==> src/rtl/routed_dot_mac.sv <==
// routed_dot_mac: captures a routed MaxWidth-lane vector on the rising edge of
// routeDone and computes its signed dot product with a held weight vector, one
// lane per cycle. The result is offered on a valid/ready handshake.
// Optional build macro: ROUTED_DOT_RELU_EN (clamp negative results to zero).
module routed_dot_mac #(
  parameter int unsigned MaxWidth  = 9,
  parameter int unsigned DataWidth = 8,
  parameter int unsigned CntWidth  = $clog2(MaxWidth + 1),
  parameter int unsigned AccWidth  = 2 * DataWidth + $clog2(MaxWidth)
) (
  input  logic                          clk,
  input  logic                          rst,
  input  logic                          weightLoadEn,
  input  logic [MaxWidth*DataWidth-1:0] weightIn,
  input  logic                          routeDone,
  input  logic [MaxWidth*DataWidth-1:0] dataIn,
  input  logic [CntWidth-1:0]           laneCount,
  output logic                          busy,
  output logic                          resultValid,
  input  logic                          resultReady,
  output logic [AccWidth-1:0]           result
);

  localparam int unsigned VecWidth  = MaxWidth * DataWidth;
  localparam int unsigned ProdWidth = 2 * DataWidth;

  localparam logic [1:0] IDLE  = 2'd0;
  localparam logic [1:0] ACCUM = 2'd1;
  localparam logic [1:0] HOLD  = 2'd2;

  logic [1:0]          state_q, state_d;
  logic                route_done_q;
  logic [VecWidth-1:0] data_q, data_d;
  logic [VecWidth-1:0] weight_q, weight_d;
  logic [CntWidth-1:0] count_q, count_d;
  logic [CntWidth-1:0] idx_q, idx_d;
  logic [AccWidth-1:0] acc_q, acc_d;
  logic [AccWidth-1:0] result_d;
  logic                valid_d;
  logic                busy_d;

  logic                        start;
  logic [CntWidth-1:0]         count_clamp;
  logic signed [DataWidth-1:0] data_lane;
  logic signed [DataWidth-1:0] weight_lane;
  logic signed [ProdWidth-1:0] prod;
  logic [AccWidth-1:0]         prod_ext;
  logic [AccWidth-1:0]         acc_sum;

  // Next-state, datapath and output decode
  always_comb begin
    state_d  = state_q;
    data_d   = data_q;
    weight_d = weight_q;
    count_d  = count_q;
    idx_d    = idx_q;
    acc_d    = acc_q;
    result_d = result;
    valid_d  = resultValid;

    start       = routeDone & ~route_done_q;
    count_clamp = (laneCount > CntWidth'(MaxWidth)) ? CntWidth'(MaxWidth) : laneCount;

    data_lane   = '0;
    weight_lane = '0;
    for (int i = 0; i < MaxWidth; i++) begin
      if (idx_q == CntWidth'(i)) begin
        data_lane   = data_q[i*DataWidth +: DataWidth];
        weight_lane = weight_q[i*DataWidth +: DataWidth];
      end
    end
    prod     = data_lane * weight_lane;
    prod_ext = {{(AccWidth - ProdWidth){prod[ProdWidth-1]}}, prod};
    acc_sum  = acc_q + prod_ext;

    case (state_q)
      IDLE: begin
        if (weightLoadEn) weight_d = weightIn;
        if (start) begin
          data_d  = dataIn;
          count_d = count_clamp;
          idx_d   = '0;
          acc_d   = '0;
          if (count_clamp == '0) begin
            state_d  = HOLD;
            result_d = '0;
            valid_d  = 1'b1;
          end else begin
            state_d = ACCUM;
          end
        end
      end
      ACCUM: begin
        acc_d = acc_sum;
        idx_d = idx_q + CntWidth'(1);
        if (idx_q == count_q - CntWidth'(1)) begin
          state_d = HOLD;
          valid_d = 1'b1;
`ifdef ROUTED_DOT_RELU_EN
          result_d = acc_sum[AccWidth-1] ? '0 : acc_sum;
`else
          result_d = acc_sum;
`endif
        end
      end
      HOLD: begin
        if (resultValid && resultReady) begin
          state_d = IDLE;
          valid_d = 1'b0;
        end
      end
      default: state_d = IDLE;
    endcase

    busy_d = (state_d != IDLE);
  end

  // State and registered outputs
  always_ff @(posedge clk or posedge rst) begin
    if (rst) begin
      state_q      <= IDLE;
      route_done_q <= 1'b0;
      data_q       <= '0;
      weight_q     <= '0;
      count_q      <= '0;
      idx_q        <= '0;
      acc_q        <= '0;
      result       <= '0;
      resultValid  <= 1'b0;
      busy         <= 1'b0;
    end else begin
      state_q      <= state_d;
      route_done_q <= routeDone;
      data_q       <= data_d;
      weight_q     <= weight_d;
      count_q      <= count_d;
      idx_q        <= idx_d;
      acc_q        <= acc_d;
      result       <= result_d;
      resultValid  <= valid_d;
      busy         <= busy_d;
    end
  end

endmodule

==> config.mk <==
export PLATFORM = sky130hd
export DESIGN_NAME = routed_dot_mac
export DESIGN_NICKNAME = d
export VERILOG_FILES = /design/src/rtl/routed_dot_mac.sv
export SDC_FILE = /design/constraint.sdc
export NUM_CORES = 1
export LEC_CHECK = 0
export CORE_MARGIN = 5
export CORE_UTILIZATION = 56
export DETAILED_ROUTE_END_ITERATION = 7
export PLACE_DENSITY = 0.82
export SLEW_MARGIN = 25
export SYNTH_ARGS = -nofsm -noshare
export SYNTH_HDL_FRONTEND = slang
export SYNTH_SLANG_ARGS = --single-unit
export TNS_END_PERCENT = 100
==> constraint.sdc <==
create_clock -name clk -period 9.9 [get_ports clk]
set_input_delay 1.98 -clock clk [delete_from_list [all_inputs] [get_ports clk]]
set_output_delay 1.98 -clock clk [all_outputs]
set_load 0.03 [all_outputs]
==> metrics.md <==
| Metric | Value |
|---|---|
| Status | `complete, no violations` |
| Total Routing Usage GR | `0.254` |
| CTS tree | `yes` |
| Fillers | `1598` |
| Synth Cell Area | `0.0121 sq mm` |
| Layout cell share with drive strength beyond 1 | `0.107` |
| Worst Tran Pin Value | `0.988 ns` |
| TritonCTS Buffers | `17` |
| Initial Util | `0.572` |
| WP data arrival | `9.47 ns` |
| Worst path max stage delay | `0.58 ns` |
| Slew margin rel. | `0.341` |
| Crit. End Element | `flop` |
| Post-synth cell types | `51` |
| Post-synthesis async set-or-reset flop share | `1.00` |
| Via/cell ratio | `5.66` |
| Die Y-Extent | `157 um` |
| Clk buf depth | `2` |
| Detail Route Antenna Nets | `0` |
| Highest Clock Rate | `0.110 GHz` |
| Pre-CTS setup slack | `0.967 ns` |
| R2R depth | `37` |
| Post-Route WL | `30400 um` |
| Mapped Nets | `1554` |
| Skew-Pair Late Insertion Delay | `0.44 ns` |
| Core Region | `0.0211 sq mm` |
| I/O Buffers | `174` |
| Vias in the first global route | `10.2k` |
| Sequential share of the synthesized area | `0.409` |
| Number of iterations in the first detailed-routing pass | `5` |
| Hold Vio Cnt, Final | `0` |
| Row cnt | `53` |
| Root Driver | `clkbuf_16` |
| Dpl hpwl | `22500 um` |
| Drt drc | `0` |
| Worst reg2reg setup slack | `0.79 ns` |
| Final Critical Period | `9.11 ns` |
| Worst setup startpoint | `idx_q[1]` |
| I/O Pins | `175` |
| Starting DRT DRC Count | `809` |
| Post-CTS sizing | `0` |
| Critical Path RT | `10.26 ns` |
| Final Max Slew Viols | `0` |
| FF/Latch Area | `0.00493 sq mm` |
| Syn-to-layout area delta | `21.2%` |
| RD Place Congestion | `0.911` |
| Initial antenna violation count | `0` |
| Area of the multi-input gates | `0.00651 sq mm` |
| Min Hold Slack | `0.482 ns` |
| #FFs+latches synth | `197` |
| Yosys warnings | `0` |
| Number of hold buffers added after cts | `0` |
| Top_reg_cell synth | `dfrtp_1` |
| Routed vias | `9724` |
| Cell area after layout | `0.0146 sq mm` |
| DIE AREA | `0.0246 sq mm` |
| Largest net degree at the start of global routing | `147` |
| Final #Nets | `1693` |
| Number of synthesized flops with an enable pin | `0` |
| Clock Sinks | `197` |
| Largest cells by area after synthesis | `dfrtp_1 (41%), nand2_1 (9.6%), fa_1 (9.5%), mux2_2 (6.8%), ha_1 (5.5%)` |
| Setup violators final | `0` |
| Fin Setup TNS | `0 ns` |
| Crit-path slowest cell | `fa_1` |
| GRT overflow | `0` |
| Startpoint class of the critical path | `flop` |
| Worst Hold Class | `reg -> reg` |
| Clk pin slew, worst setup/hold paths | `0.08 ns` |
| Critical-path maximum fanout | `37` |
| R2r endpoint | `acc_q[19]` |
| First-pass GRT wire length | `50000 um` |
| Clock skew | `0.0141 ns` |
| Leading area contributor after synthesis | `dfrtp_1` |
| Wire length per cell | `17.7 um` |
| Setup ws final | `0.790 ns` |
| Htree depth | `4` |
| R2r startpoint | `idx_q[1]` |
| RSZ-0062 raised after global routing | `no` |
| N_diodes | `0` |
| Critical setup path kind | `reg -> reg` |
| DP Area | `0.0140 sq mm` |
| Tcrit/Tclk final | `0.920` |
| Setup crit end | `acc_q[19]` |
| Mapped Cells | `1291` |
| Post-synth top area share | `0.409` |
| CP most frequent cell | `a21oi_1` |
| Synthesized area per cell | `9.35 sq um` |
| Post-CTS setup buffers | `0` |
| Max-cap violations | `0` |
| Die width | `157 um` |
-- worst min path at each step --
stage / startpoint / endpoint / slack [ns] / cells after the start
final: data_q[29] / data_q[29] / 0.48 / 2
after floorplan: data_q[12] / data_q[12] / 0.45 / 2
after global placement: data_q[21] / data_q[21] / 0.46 / 2
after global routing: data_q[30] / data_q[30] / 0.49 / 2
after CTS: data_q[30] / data_q[30] / 0.48 / 2
after detailed placement: data_q[30] / data_q[30] / 0.46 / 2
-- registers in the layout, summed over array words and instances, names as in the netlist, 2 cells and up --
name	flops
idx_q	4
result	20
state_q	2
count_q	4
weight_q	72
acc_q	20
data_q	72
-- worst max-delay path, delay by kind of cell (launching register included) --
kind            cells  cell delay, ns
compound gates     18            3.53
buf+inv             6            0.72
xor+xnor            2            0.47
simple gates        4            0.62
fa+ha+maj           7            3.20
flops               1            0.46
-- synth_stat cells, types with 11 or more instances --
library cell  count
nand2_1         307
dfrtp_1         197
inv_1           100
a21oi_1          84
mux2_2           73
nor2_1           72
clkbuf_1         58
fa_1             57
ha_1             53
o21ai_0          46
nor2b_1          32
xnor2_1          32
o22ai_1          19
a221o_1          16
nand3b_1         16
or2_2            15
nor3_1           11
-- cells by family (layout without fill, tap and decap cells) --
logic type,after synthesis,count (layout),share of synthesized area
fa+ha+maj,110,110,0.150
buf+inv,168,320,0.0529
flops,197,197,0.409
mux,73,73,0.0681
xor+xnor,39,39,0.0283
simple gates,479,479,0.170
compound gates,225,225,0.122
-- cells in the final DEF (no fill, tap or decap), types with 7 or more instances in the layout --
| cell | Yosys | layout |
|---|---|---|
| a221o_1 | 16 | 16 |
| dfrtp_1 | 197 | 197 |
| clkbuf_16 | 0 | 17 |
| nor2_1 | 72 | 72 |
| mux2_2 | 73 | 73 |
| xnor2_1 | 32 | 32 |
| a21o_1 | 8 | 8 |
| ha_1 | 53 | 52 |
| or2_2 | 15 | 15 |
| o221ai_1 | 10 | 10 |
| nor2b_1 | 32 | 31 |
| nand3b_1 | 16 | 16 |
| o21ai_0 | 46 | 46 |
| xor2_1 | 7 | 7 |
| clkdlybuf4s50_1 | 0 | 174 |
| buf_4 | 0 | 14 |
| o22ai_1 | 19 | 19 |
| fa_1 | 57 | 57 |
| a21oi_1 | 84 | 84 |
| nand2b_1 | 8 | 8 |
| nand2_1 | 307 | 306 |
| nor3_1 | 11 | 10 |
| inv_1 | 100 | 99 |
-- metal layers --
metal  vias up  track usage  wire [um]
li1       4553            -          -
met1      4680        0.334      12400
met2       408        0.416      14700
met3        83       0.0473       1980
met4         0        0.105       1210
met5         -            0          0
-- layout make-up --
type	instances	area share
multi-input combinational	926	0.445
timing repair buffer	188	0.126
inverter	100	0.0265
clock buffer	17	0.0291
clock inverter	15	0.0123
tap	275	0.0235
sequential	197	0.337
-- metrics by stage --
stage               instances   util
finish                   1718  0.694
global route             1718  0.694
CTS                      1718  0.693
detailed placement       1686  0.665
global placement         1686  0.665
floorplan                1291      -
Power is left out: the tool's default activity adds up to more than one toggle a clock period on the data nets, which glitch-free logic cannot reach.
==> edit 1: new RTL, config.mk and constraints unchanged <==
Build with the macro `ROUTED_DOT_RELU_EN` defined.
--- a/src/rtl/routed_dot_mac.sv
+++ b/src/rtl/routed_dot_mac.sv
@@ -3,4 +3,6 @@
 // lane per cycle. The result is offered on a valid/ready handshake.
 // Optional build macro: ROUTED_DOT_RELU_EN (clamp negative results to zero).
+`define ROUTED_DOT_RELU_EN
+
 module routed_dot_mac #(
   parameter int unsigned MaxWidth  = 9,
Check against the original RTL: not equivalent (a bounded check fails within 4 cycles, from zero or initial values and one cycle with rst high).
==> edit 1 against the original RTL <==
  * Worst hold slack improved by 1.2 ps
  * Count of clock-buffer cells in the layout unchanged
  * Largest cell class unchanged
  * Synthesized area is 0.92% lower
  * Sequential cell count fell by 1
  * Wire length up 6.0%
  * Die area is 0.86% lower
  * Utilization about the same
  * Non-clock buffer count is 2 lower
  * Cell area decreased by 0.34%
  * Worst setup slack worse by 170 ps
Power is not shown: default switching activity piles up to over one toggle a cycle in this logic, so the estimate is an artifact.
==> edit 1: results (changes against the original RTL) <==
vias in the first global route -> 9,990 (was 10,200)
top cells by instance count after synthesis -> 284 x nand2_1, 196 x dfrtp_1, 99 x inv_1 (was 307 x nand2_1, 197 x dfrtp_1, 100 x inv_1)
Final #Nets -> 1,653 (was 1,693)
first-pass GRT wire length -> 52,200 um (was 50,000 um)
Via Count -> 9,684 (was 9,724)
multiplexer area fraction after synthesis -> 6.78% (was 6.81%)
Largest regs -> data_q x72, weight_q x72, acc_q x20 (was data_q x72, weight_q x72)
crit path max fanout -> 11 (was 37)
later-pin clock latency in the skew report -> 460 ps (was 440 ps)
GRT Total Usage -> 27.2% (was 25.4%)
area fraction in compound gates after synthesis -> 13.2% (was 12.2%)
IO Port Bufs -> 173 (was 174)
Yosys cell types -> 62 (was 51)
Post-Synth Adder-Cell Area -> 15.1% (was 15.0%)
Slew Limit Headroom -> 31.8% (was 34.1%)
share of post-route cells with drive strength above 1 -> 10.8% (was 10.7%)
Synthesized Nets -> 1,504 (was 1,554)
Seq/Total Area, Yosys -> 41.0% (was 40.9%)
largest stage delay on the critical path -> 550 ps (was 580 ps)
Total Wirelength -> 32,200 um (was 30,400 um)
status -> completed (unchanged)
Synth Area in XOR/XNOR -> 2.89% (was 2.83%)
largest net degree at the start of global routing -> 119 (was 147)
Hold EP -> data_q[41]$_DFFE_PP0P_ (was data_q[29]$_DFFE_PP0P_)
CP max-delay cell -> nor3b_4 (was fa_1)
routability cong. -> 0.921 (was 0.911)
Clock Skews -> 18.2 ps (was 14.1 ps)
fillers -> 1,588 (was 1,598)
worst reg2reg path depth -> 36 (was 37)
r2r endpoint -> result[0]$_DFFE_PP0P_ (was acc_q[19]$_DFFE_PP0P_)
Hold Path Origin -> data_q[41]$_DFFE_PP0P_ (was data_q[29]$_DFFE_PP0P_)
Iter 0 DRT Violations -> 664 (was 809)
## edit 1: metrics by stage
step | cell area, um2 | util, % | std cells | hold slack (ps) | worst slack (ps)
floorplan | 12000 | - | 1241 | 440 | 1880
detailed placement | 13900 | 66.1 | 1644 | 462 | 555
finish | 14600 | 69.3 | 1678 | 483 | 617
global placement | 13900 | 66.1 | 1644 | 453 | 722
CTS | 14500 | 69.2 | 1676 | 483 | 460
global route | 14600 | 69.3 | 1678 | 503 | 51.3
## edit 1: layer usage
metal | track usage, % | wire [um] | vias up
met2 | 44.5 | 15500 | 397
met5 | 0 | 0 | -
met1 | 36.0 | 13200 | 4736
li1 | - | - | 4465
met4 | 10.6 | 1220 | 0
met3 | 5.46 | 2290 | 86
## edit 1: worst max-delay path by stage
| stage | start | endpoint | slack, ps | cells past startpoint |
|---|---|---|---|---|
| finish | idx_q[1]$_DFFE_PP0P_ | result[0]$_DFFE_PP0P_ | 620 | 36 |
| global placement | idx_q[1]$_DFFE_PP0P_ | result[13]$_DFFE_PP0P_ | 720 | 34 |
| CTS | idx_q[1]$_DFFE_PP0P_ | result[0]$_DFFE_PP0P_ | 460 | 36 |
| floorplan | idx_q[1]$_DFFE_PP0P_ | result[0]$_DFFE_PP0P_ | 1880 | 35 |
| detailed placement | idx_q[1]$_DFFE_PP0P_ | result[0]$_DFFE_PP0P_ | 560 | 36 |
| global route | idx_q[1]$_DFFE_PP0P_ | result[0]$_DFFE_PP0P_ | 50 | 36 |
## edit 1: area by class of cell
cell class	instances	area share, %
timing repair buffer	186	12.6
clock inverter	15	1.56
clock buffer	17	2.92
sequential	196	33.7
multi-input combinational	890	44.3
tap	275	2.36
inverter	99	2.60
==> edit 2: new RTL, same settings <==
Without the edit above. `data_q` no longer has a reset.
--- a/src/rtl/routed_dot_mac.sv
+++ b/src/rtl/routed_dot_mac.sv
@@ -121,5 +121,4 @@
       state_q      <= IDLE;
       route_done_q <= 1'b0;
-      data_q       <= '0;
       weight_q     <= '0;
       count_q      <= '0;
@@ -132,5 +131,4 @@
       state_q      <= state_d;
       route_done_q <= routeDone;
-      data_q       <= data_d;
       weight_q     <= weight_d;
       count_q      <= count_d;
@@ -143,4 +141,8 @@
   end
 
+  always_ff @(posedge clk) begin
+    data_q <= data_d;
+  end
+
 endmodule
 
Check against the original RTL: not settled (the Yosys comparison gave no result); the edit may change what the design does.
==> edit 2 against the original RTL <==
  * Worst hold slack better by 1.4 ps
  * Sequential cell count unchanged
  * Cell area down 3.4%
  * Synthesized cell count down 21%
  * Die area down 4.3%
  * Final cell count down 15%
  * First-iteration DRC count down 11%
  * Fmax up 1.0%
  * Utilization up 0.43 points
  * Worst setup slack better by 94 ps
  * Synthesized area down 4.6%
  * Wire length down 7.0%
  * Critical endpoint is now result[18]$_DFFE_PP0P_
Power is left out: the tool's default activity adds up to more than one toggle a clock period on the data nets, which glitch-free logic cannot reach.
==> edit 2: results (changes against the original RTL) <==
status -> completed (unchanged)
worst reg2reg path depth -> 31 (was 37)
met2 GRT Util -> 40.2% (was 41.6%)
share of post-route cells with drive strength above 1 -> 13.0% (was 10.7%)
routability cong. -> 0.915 (was 0.911)
CTS H-Tree Depth -> 4 (unchanged)
met3 Track Usage GR -> 4.86% (was 4.73%)
GRT Total Usage -> 24.7% (was 25.4%)
worst reg2reg startpoint -> idx_q[0]$_DFFE_PP0P_ (was idx_q[1]$_DFFE_PP0P_)
DRT met1 WL -> 12,000 um (was 12,400 um)
CP max-delay cell -> o221ai_1 (was fa_1)
Total Wirelength -> 28,300 um (was 30,400 um)
Post-synth EDFFs -> 72 (was 0)
Post-synth ARST share -> 63.5% (was 100%)
Placed Area -> 13,500 um2 (was 14,000 um2)
Clock Skews -> 15.2 ps (was 14.1 ps)
post-synthesis cell count -> 1,017 (was 1,291)
via-per-instance ratio -> 5.78 (was 5.66)
met1 Usage GRT -> 33.6% (was 33.4%)
first-pass GRT wire length -> 46,000 um (was 50,000 um)
Hold Path Origin -> result[0]$_DFFE_PP0P_ (was data_q[29]$_DFFE_PP0P_)
routed length on met2 -> 13,800 um (was 14,700 um)
largest stage delay on the critical path -> 670 ps (was 580 ps)
dpl hpwl -> 21,000 um (was 22,500 um)
drt pass-1 iters -> 8 (was 5)
Seq/Total Area, Yosys -> 46.0% (was 40.9%)
top cells by instance count after synthesis -> 125 x dfrtp_1, 104 x nor2_1, 97 x inv_1 (was 307 x nand2_1, 197 x dfrtp_1, 100 x inv_1)
fin cells -> 1,462 (was 1,718)
crit path max fanout -> 19 (was 37)
wire length on met3 -> 1840 um (was 1980 um)
largest cells by area after synthesis -> dfrtp_1 27%, edfxtp_1 19%, fa_1 9.9%, mux2_2 7.6%, ha_1 5.8% (was dfrtp_1 41%, nand2_1 9.6%, fa_1 9.5%, mux2_2 6.8%, ha_1 5.5%)
Iter 0 DRT Violations -> 717 (was 809)
Final #Nets -> 1,442 (was 1,693)
Yosys cell types -> 60 (was 51)
Hold EP -> result[0]$_DFFE_PP0P_ (was data_q[29]$_DFFE_PP0P_)
largest net degree at the start of global routing -> 80 (was 147)
Synthesized Nets -> 1,280 (was 1,554)
Slew Limit Headroom -> 32.7% (was 34.1%)
dpl ws -> 1000 ps (was 967 ps)
Max Freq -> 111 MHz (was 110 MHz)
[edit 2: cell type report]
class / instances / area [um2]
Fill cell: 1446 / 6110
Sequential cell: 197 / 5290
Clock inverter: 14 / 180
Inverter: 98 / 370
Clock buffer: 18 / 429
Multi-Input combinational cell: 680 / 5680
Timing Repair Buffer: 185 / 1830
Tap cell: 270 / 338
[edit 2: logic make-up after synthesis]
kind of cell,after synthesis,share of synthesized area [%]
adder cells (fa/ha/maj),110,15.7
flip-flops,197,46.0
buffers and inverters,140,4.78
AND/OR/NAND/NOR,275,11.2
multiplexers,80,7.80
XOR/XNOR,32,2.50
AO/OA/AOI/OAI,183,12.1
[edit 2: worst max-delay path: cells and delay by family (launching register included)]
kind | cells | cell delay [ps]
xor gates and xnor gates | 1 | 470
AOI/OAI and AO/OA | 11 | 2740
DFF | 1 | 470
adders and majority gates | 7 | 3270
buffers and inverters | 5 | 320
and+or+nand+nor | 7 | 1680
